File: config.mk
export PLATFORM = sky130hd
export DESIGN_NAME = store_buffer_flat
export DESIGN_NICKNAME = d
export VERILOG_FILES = /design/src/rtl/store_buffer_pkg.sv /design/src/rtl/store_buffer_if.sv /design/src/rtl/store_buffer_match.sv /design/src/rtl/store_buffer.sv /design/src/flat_wrapper.sv
export SDC_FILE = /design/constraint.sdc
export NUM_CORES = 1
export LEC_CHECK = 0
export BUFFER_PORTS_ARGS = -buffer_cell sky130_fd_sc_hd__buf_4
export CORE_AREA = 8 8 169 171
export DETAILED_ROUTE_END_ITERATION = 12
export DIE_AREA = 0 0 177 179
export HOLD_SLACK_MARGIN = 0.12
export PLACE_DENSITY = 0.84
export SLEW_MARGIN = 20
export SYNTH_ARGS = -nofsm -noshare
export SYNTH_HDL_FRONTEND = slang
export SYNTH_HIERARCHICAL = 1
export SYNTH_SLANG_ARGS = --single-unit
File: constraint.sdc
create_clock -name clk_i -period 8.35 [get_ports clk_i]
set_input_delay 0.4175 -clock clk_i [delete_from_list [all_inputs] [get_ports clk_i]]
set_output_delay 0.4175 -clock clk_i [all_outputs]
set_load 0.1 [all_outputs]
File: src/rtl/store_buffer_pkg.sv
// Shared sizing constants and the per-cycle operation encoding for the store buffer.
package store_buffer_pkg;

  localparam int SB_DEPTH    = 4;
  localparam int SB_ADDR_W   = 32;
  localparam int SB_DATA_W   = 32;
  localparam int SB_WORD_OFS = 2;

  // Exactly one of these is chosen per cycle; it fixes both the memory-port use and the FIFO update.
  typedef enum logic [2:0] {
    OP_IDLE,
    OP_DRAIN,
    OP_MERGE,
    OP_PUSH,
    OP_EVICT,
    OP_LD_HIT,
    OP_LD_MEM,
    OP_LD_STALL
  } sb_op_e;

endpackage

File: src/rtl/store_buffer_if.sv
// Upstream access port and data-memory port of the store buffer, seen from the buffer (slave) or its environment (master).
interface store_buffer_if
  import store_buffer_pkg::*;
#(
  parameter int ADDR_W = SB_ADDR_W,
  parameter int DATA_W = SB_DATA_W
);

  logic [ADDR_W-1:0] addr_i;
  logic [DATA_W-1:0] data_i;
  logic              MemRead_i;
  logic              MemWrite_i;
  logic              drain_i;
  logic [DATA_W-1:0] data_o;
  logic              stall_o;
  logic              empty_o;
  logic [ADDR_W-1:0] mem_addr_o;
  logic [DATA_W-1:0] mem_data_o;
  logic              mem_read_o;
  logic              mem_write_o;
  logic [DATA_W-1:0] mem_data_i;

  modport slave (
    input  addr_i, data_i, MemRead_i, MemWrite_i, drain_i, mem_data_i,
    output data_o, stall_o, empty_o, mem_addr_o, mem_data_o, mem_read_o, mem_write_o
  );

  modport master (
    output addr_i, data_i, MemRead_i, MemWrite_i, drain_i, mem_data_i,
    input  data_o, stall_o, empty_o, mem_addr_o, mem_data_o, mem_read_o, mem_write_o
  );

endinterface

File: src/rtl/store_buffer_match.sv
// Parallel word-address compare against all valid entries, then one-hot to index.
// Merging keeps at most one entry matching, so OR-ing the indices is a valid encoder.
module store_buffer_match #(
  parameter int DEPTH = 4,
  parameter int KEY_W = 30,
  parameter int IDX_W = $clog2(DEPTH)
) (
  input  logic [DEPTH-1:0]            valid_i,
  input  logic [DEPTH-1:0][KEY_W-1:0] addr_i,
  input  logic [KEY_W-1:0]            key_i,
  output logic                        hit_o,
  output logic [IDX_W-1:0]            idx_o
);

  logic [DEPTH-1:0] match_oh;

  always_comb begin
    match_oh = '0;
    for (int i = 0; i < DEPTH; i++) begin
      match_oh[i] = valid_i[i] && (addr_i[i] == key_i);
    end
  end

  always_comb begin
    idx_o = '0;
    for (int i = 0; i < DEPTH; i++) begin
      if (match_oh[i]) begin
        idx_o = idx_o | IDX_W'(i);
      end
    end
  end

  assign hit_o = |match_oh;

endmodule

File: src/rtl/store_buffer.sv
// Write-back store buffer: absorbs stores in a FIFO, merges same-word stores, forwards to loads, drains on idle/forced cycles.
// Zero-latency load forwarding; stalls upstream only on a full-buffer load miss or while a forced drain is in progress.
module store_buffer
  import store_buffer_pkg::*;
#(
  parameter int DEPTH  = SB_DEPTH,
  parameter int ADDR_W = SB_ADDR_W,
  parameter int DATA_W = SB_DATA_W
) (
  input  logic          clk_i,
  input  logic          rst_n_i,
  store_buffer_if.slave bus
);

  localparam int WA_W  = ADDR_W - SB_WORD_OFS;
  localparam int IDX_W = $clog2(DEPTH);
  localparam int CNT_W = $clog2(DEPTH + 1);

  logic [DEPTH-1:0]             valid_q, valid_d;
  logic [DEPTH-1:0][WA_W-1:0]   addr_q, addr_d;
  logic [DEPTH-1:0][DATA_W-1:0] data_q, data_d;
  logic [IDX_W-1:0]             head_q, head_d;
  logic [IDX_W-1:0]             tail_q, tail_d;
  logic [CNT_W-1:0]             count_q, count_d;
  logic [DATA_W-1:0]            rdata_q, rdata_d;

  logic [WA_W-1:0]  key;
  logic             hit;
  logic [IDX_W-1:0] hit_idx;
  logic             full;
  logic             nonempty;
  logic             push;
  logic             pop;
  sb_op_e           op;

  assign key      = bus.addr_i[ADDR_W-1:SB_WORD_OFS];
  assign full     = (count_q == CNT_W'(DEPTH));
  assign nonempty = (count_q != '0);

  store_buffer_match #(
    .DEPTH (DEPTH),
    .KEY_W (WA_W),
    .IDX_W (IDX_W)
  ) u_match (
    .valid_i (valid_q),
    .addr_i  (addr_q),
    .key_i   (key),
    .hit_o   (hit),
    .idx_o   (hit_idx)
  );

  // A forced drain pre-empts everything; an idle cycle falls through to an opportunistic drain.
  always_comb begin
    op = OP_IDLE;
    if (bus.drain_i && nonempty) begin
      op = OP_DRAIN;
    end else if (bus.MemWrite_i) begin
      if (hit)       op = OP_MERGE;
      else if (full) op = OP_EVICT;
      else           op = OP_PUSH;
    end else if (bus.MemRead_i) begin
      if (hit)       op = OP_LD_HIT;
      else if (full) op = OP_LD_STALL;
      else           op = OP_LD_MEM;
    end else if (nonempty) begin
      op = OP_DRAIN;
    end
  end

  assign pop  = (op == OP_DRAIN) || (op == OP_EVICT) || (op == OP_LD_STALL);
  assign push = (op == OP_PUSH)  || (op == OP_EVICT);

  always_comb begin
    valid_d = valid_q;
    addr_d  = addr_q;
    data_d  = data_q;
    head_d  = head_q;
    tail_d  = tail_q;
    count_d = count_q;
    rdata_d = rdata_q;

    if (pop) begin
      valid_d[head_q] = 1'b0;
      head_d          = head_q + 1'b1;
    end
    // On an eviction head==tail, so the push must land after the pop clears the slot.
    if (push) begin
      valid_d[tail_q] = 1'b1;
      addr_d[tail_q]  = key;
      data_d[tail_q]  = bus.data_i;
      tail_d          = tail_q + 1'b1;
    end
    if (op == OP_MERGE) begin
      data_d[hit_idx] = bus.data_i;
    end

    if (push && !pop) begin
      count_d = count_q + CNT_W'(1);
    end else if (pop && !push) begin
      count_d = count_q - CNT_W'(1);
    end

    if (op == OP_LD_HIT) begin
      rdata_d = data_q[hit_idx];
    end else if (op == OP_LD_MEM) begin
      rdata_d = bus.mem_data_i;
    end
  end

  always_comb begin
    bus.stall_o     = 1'b0;
    bus.mem_read_o  = 1'b0;
    bus.mem_write_o = 1'b0;
    bus.mem_addr_o  = '0;
    bus.mem_data_o  = '0;
    bus.data_o      = rdata_q;

    if (pop) begin
      bus.mem_write_o = 1'b1;
      bus.mem_addr_o  = {addr_q[head_q], {SB_WORD_OFS{1'b0}}};
      bus.mem_data_o  = data_q[head_q];
    end

    case (op)
      OP_DRAIN:    bus.stall_o = bus.MemRead_i || bus.MemWrite_i;
      OP_LD_STALL: bus.stall_o = 1'b1;
      OP_LD_HIT:   bus.data_o  = data_q[hit_idx];
      OP_LD_MEM: begin
        bus.mem_read_o = 1'b1;
        bus.mem_addr_o = bus.addr_i;
        bus.data_o     = bus.mem_data_i;
      end
      default: ;
    endcase
  end

  assign bus.empty_o = !nonempty;

  always_ff @(posedge clk_i or negedge rst_n_i) begin
    if (!rst_n_i) begin
      valid_q <= '0;
      addr_q  <= '0;
      data_q  <= '0;
      head_q  <= '0;
      tail_q  <= '0;
      count_q <= '0;
      rdata_q <= '0;
    end else begin
      valid_q <= valid_d;
      addr_q  <= addr_d;
      data_q  <= data_d;
      head_q  <= head_d;
      tail_q  <= tail_d;
      count_q <= count_d;
      rdata_q <= rdata_d;
    end
  end

endmodule

File: src/flat_wrapper.sv
// flat-port wrapper written by rule: the top's interface ports become plain ports
module store_buffer_flat import store_buffer_pkg::*;
#(
  parameter int DEPTH  = SB_DEPTH,
  parameter int ADDR_W = SB_ADDR_W,
  parameter int DATA_W = SB_DATA_W
)
  (clk_i, rst_n_i, bus_addr_i, bus_data_i, bus_MemRead_i, bus_MemWrite_i, bus_drain_i, bus_mem_data_i, bus_data_o, bus_stall_o, bus_empty_o, bus_mem_addr_o, bus_mem_data_o, bus_mem_read_o, bus_mem_write_o);
  store_buffer_if #(.ADDR_W(ADDR_W), .DATA_W(DATA_W)) bus_i ();
  input  logic clk_i;
  input  logic rst_n_i;
  input wire logic [$bits(bus_i.addr_i)-1:0] bus_addr_i;
  input wire logic [$bits(bus_i.data_i)-1:0] bus_data_i;
  input wire logic [$bits(bus_i.MemRead_i)-1:0] bus_MemRead_i;
  input wire logic [$bits(bus_i.MemWrite_i)-1:0] bus_MemWrite_i;
  input wire logic [$bits(bus_i.drain_i)-1:0] bus_drain_i;
  input wire logic [$bits(bus_i.mem_data_i)-1:0] bus_mem_data_i;
  output wire logic [$bits(bus_i.data_o)-1:0] bus_data_o;
  output wire logic [$bits(bus_i.stall_o)-1:0] bus_stall_o;
  output wire logic [$bits(bus_i.empty_o)-1:0] bus_empty_o;
  output wire logic [$bits(bus_i.mem_addr_o)-1:0] bus_mem_addr_o;
  output wire logic [$bits(bus_i.mem_data_o)-1:0] bus_mem_data_o;
  output wire logic [$bits(bus_i.mem_read_o)-1:0] bus_mem_read_o;
  output wire logic [$bits(bus_i.mem_write_o)-1:0] bus_mem_write_o;
  assign bus_i.addr_i = bus_addr_i;
  assign bus_i.data_i = bus_data_i;
  assign bus_i.MemRead_i = bus_MemRead_i;
  assign bus_i.MemWrite_i = bus_MemWrite_i;
  assign bus_i.drain_i = bus_drain_i;
  assign bus_i.mem_data_i = bus_mem_data_i;
  assign bus_data_o = bus_i.data_o;
  assign bus_stall_o = bus_i.stall_o;
  assign bus_empty_o = bus_i.empty_o;
  assign bus_mem_addr_o = bus_i.mem_addr_o;
  assign bus_mem_data_o = bus_i.mem_data_o;
  assign bus_mem_read_o = bus_i.mem_read_o;
  assign bus_mem_write_o = bus_i.mem_write_o;
  store_buffer #(.DEPTH(DEPTH), .ADDR_W(ADDR_W), .DATA_W(DATA_W)) u_core (.clk_i(clk_i), .rst_n_i(rst_n_i), .bus(bus_i));
endmodule
==> results.yml <==
drt:
  dr.pass1.iters: 7
  drtIter0Drc: 989
  post-route-drc-count: 0
  num_vias: 11100
  viasPerCell: 6.54
  drtAntennaViolNets: 0
  wl_um: 43400
  post_drt_wl_per_cell_um: 25.5
die:
  ioPinCount: 201
  initial_utilization_pct: 61.5
  die_area_sq_um: 31700
  row_count: 59
  die_w_um: 177
  coreArea_sq_um: 25800
  die_h_um: 179
synthesis:
  netlist_area_sq_um: 15800
  syn_area_per_cell_sq_um: 14.2
  async_flop_share_pct: 100
  synth_edf_count: 0
  synthDistinctLibCells: 40
  syn_nets: 1228
  synth_seq_area_share_pct: 46.0
  ys.warnings.count: 6
  synthFlopType: "dfrtp_1"
  synth_seq_cells: 291
  syn_inst: 1117
cells_and_area:
  num-nets-final: 1455
  drive_gt1_share_pct: 45.6
  area_delta_synth_final_pct: 20.4
  mostFrequentLayoutCells: "289 x dfrtp_1, 251 x mux2_2, 221 x buf_4, 94 x mux4_2, 77 x xnor2_1"
  fin_area_sq_um: 19100
  instances_no_fill: 1702
  final_common_cell: "dfrtp_1"
  num_antenna_cells: 0
  fill_cells: 1573
critical_path:
  critPathSlowestCell: "a21oi_4"
  cp.depth: 9
  ff2ff_path_depth: 11
  crit_required_ns: 7.93
  crit_type: "flip-flop to primary output"
  end_kind: "primary output"
  cp.arrival_ns: 4.64
  critPathLaunchType: "flip-flop"
  cp.buffers_inverters: 2
  crit_family: "simple AND/OR/NAND/NOR gates"
  slowest_delay_ns: 0.83
  worstPathCellList: "xor2_1 > nor4_1 > nand4_1 > nand4_1 > or3_1 > a21oi_4 > buf_4 > a22o_1 > buf_4"
  crit_path_max_fanout: 35
placement:
  portBuffers: 200
  placed_area_sq_um: 17600
  dp.cells: 1588
  hpwl_um: 27800
  globalplace.congestion: 0.942
global_route:
  antenna_found_initial: 0
  track_usage_pct: 27.3
  first_global_vias: 12000
  grt-ovfl-total: 0
  grt_max_degree: 103
  grt_pass1_wl_um: 68100
hold_path:
  hold_class: "input pin to flip-flop"
  min_path_cells: 2
sta:
  min_period_ns: 5.06
  post-route-period-util_pct: 60.6
  rsz0062_at_grt: "false"
  drv_slew: 0
  hold_viol_final: 0
  max_freq_mhz: 198
  fin_setup_tns_ns: 0
  tightest_slew_ns: 0.967
  setup_violations: 0
  relSlewSlack_pct: 35.4
  finClkSkew_ns: 0.0185
  whs_ns: 0.134
clock_tree:
  root_buffer: "clkbuf_16"
  cts-buffers-inserted: 31
  cts_resized: 0
  cts.sinks: 291
  insertion_delay_ns: 0.56
  holdBufCountCts: 58
  htreeDepth: 1
  cts_tree: "done"
  cts.clk_slew.worst_paths_ns: 0.06
  cts_buffer_depth: 3
  cts_setup_buffers: 0
flow_run:
  maxCapViolations: 0
outcome:
  outcome: "completed"
worst reg2reg max path: cells and delay by family, from the launching register on:
family                   cells  cell delay, ns
multiplexers                 1            0.27
XOR/XNOR                     1            0.28
buffers and inverters        2            0.19
flip-flops                   1            0.40
adder cells (fa/ha/maj)      2            0.66
AO/OA/AOI/OAI                1            0.83
AND/OR/NAND/NOR              4            1.47
synth_stat cells, types with 2 or more instances:
cell type | n | area (sq um)
o211ai_1 | 4 | 30.0
buf_6 | 4 | 45.0
xnor2_2 | 2 | 32.5
mux2_2 | 251 | 2830
inv_1 | 17 | 63.8
nor4_2 | 2 | 25.0
clkbuf_2 | 2 | 10.0
a211oi_1 | 4 | 30.0
buf_4 | 4 | 30.0
dfrtp_1 | 291 | 7280
nor2_1 | 2 | 7.51
nand4_1 | 25 | 156
a22o_1 | 30 | 263
ha_1 | 9 | 113
xor2_1 | 46 | 403
nand2_1 | 3 | 11.3
nor2b_1 | 5 | 31.3
o21ai_0 | 4 | 20.0
and3_1 | 33 | 206
buf_2 | 44 | 220
mux4_2 | 94 | 2120
nand3_1 | 4 | 20.0
xnor2_1 | 77 | 674
buf_1 | 5 | 18.8
a221o_1 | 64 | 641
or3_1 | 2 | 12.5
nor4_1 | 14 | 87.6
clkbuf_1 | 27 | 101
and2_1 | 34 | 213
and3b_1 | 3 | 26.3
nor3b_1 | 2 | 15.0
area by class of cell:
| class | count | area, sq um | area share (%) |
|---|---|---|---|
| clock inverters | 7 | 35.0 | 0.184 |
| multi-input cells | 722 | 8110 | 42.5 |
| clock buffers | 49 | 903 | 4.74 |
| inverters | 18 | 67.6 | 0.354 |
| well taps | 335 | 419 | 2.20 |
| flip-flops and latches | 291 | 7290 | 38.2 |
| repair buffers | 280 | 2250 | 11.8 |
worst paths after layout:
path	from	endpoint	slack, ns
setup / recovery	u_core/addr_q[97]	bus_mem_addr_o[15]	3.29
hold / removal	bus_data_i[1]	u_core/data_q[97]	0.13
setup reg to reg	u_core/addr_q[97]	u_core/count_q[1]	4.11
hold reg to reg	u_core/rdata_q[14]	u_core/rdata_q[14]	0.52
max in group asynchronous	rst_n_i	u_core/head_q[0]	6.36
min in group asynchronous	rst_n_i	u_core/addr_q[46]	0.48
per-stage QoR:
stage	util (%)	setup slack [ns]
after floorplan	-	4.56
after global placement	68.1	3.93
after detailed placement	68.1	3.75
after CTS	74.0	3.35
after global routing	74.0	3.12
final	74.0	3.29
kinds of logic (layout without fill, tap and decap cells):
| group | after synthesis | count (layout) | share of synthesized area, % |
|---|---|---|---|
| compound gates | 113 | 113 | 6.75 |
| xor+xnor | 125 | 125 | 7.01 |
| fa+ha+maj | 10 | 10 | 0.837 |
| buf+inv | 104 | 354 | 3.11 |
| flops | 291 | 291 | 46.0 |
| mux | 345 | 345 | 31.2 |
| simple gates | 129 | 129 | 5.13 |
per-layer routing:
metal	wire, um	track usage (%)
met1	17000	35.4
met2	21900	45.8
met3	3100	4.80
met4	1370	9.98
met5	0	0
registers in the layout (all words and copies together), names as in the netlist:
register / count
u_core/rdata_q: 32
u_core/valid_q: 4
u_core/data_q: 128
u_core/head_q: 2
u_core/addr_q: 120
u_core/tail_q: 2
u_core/count_q: 3
Power is left out: the tool's default activity adds up to more than one toggle a clock period on the data nets, which glitch-free logic cannot reach.
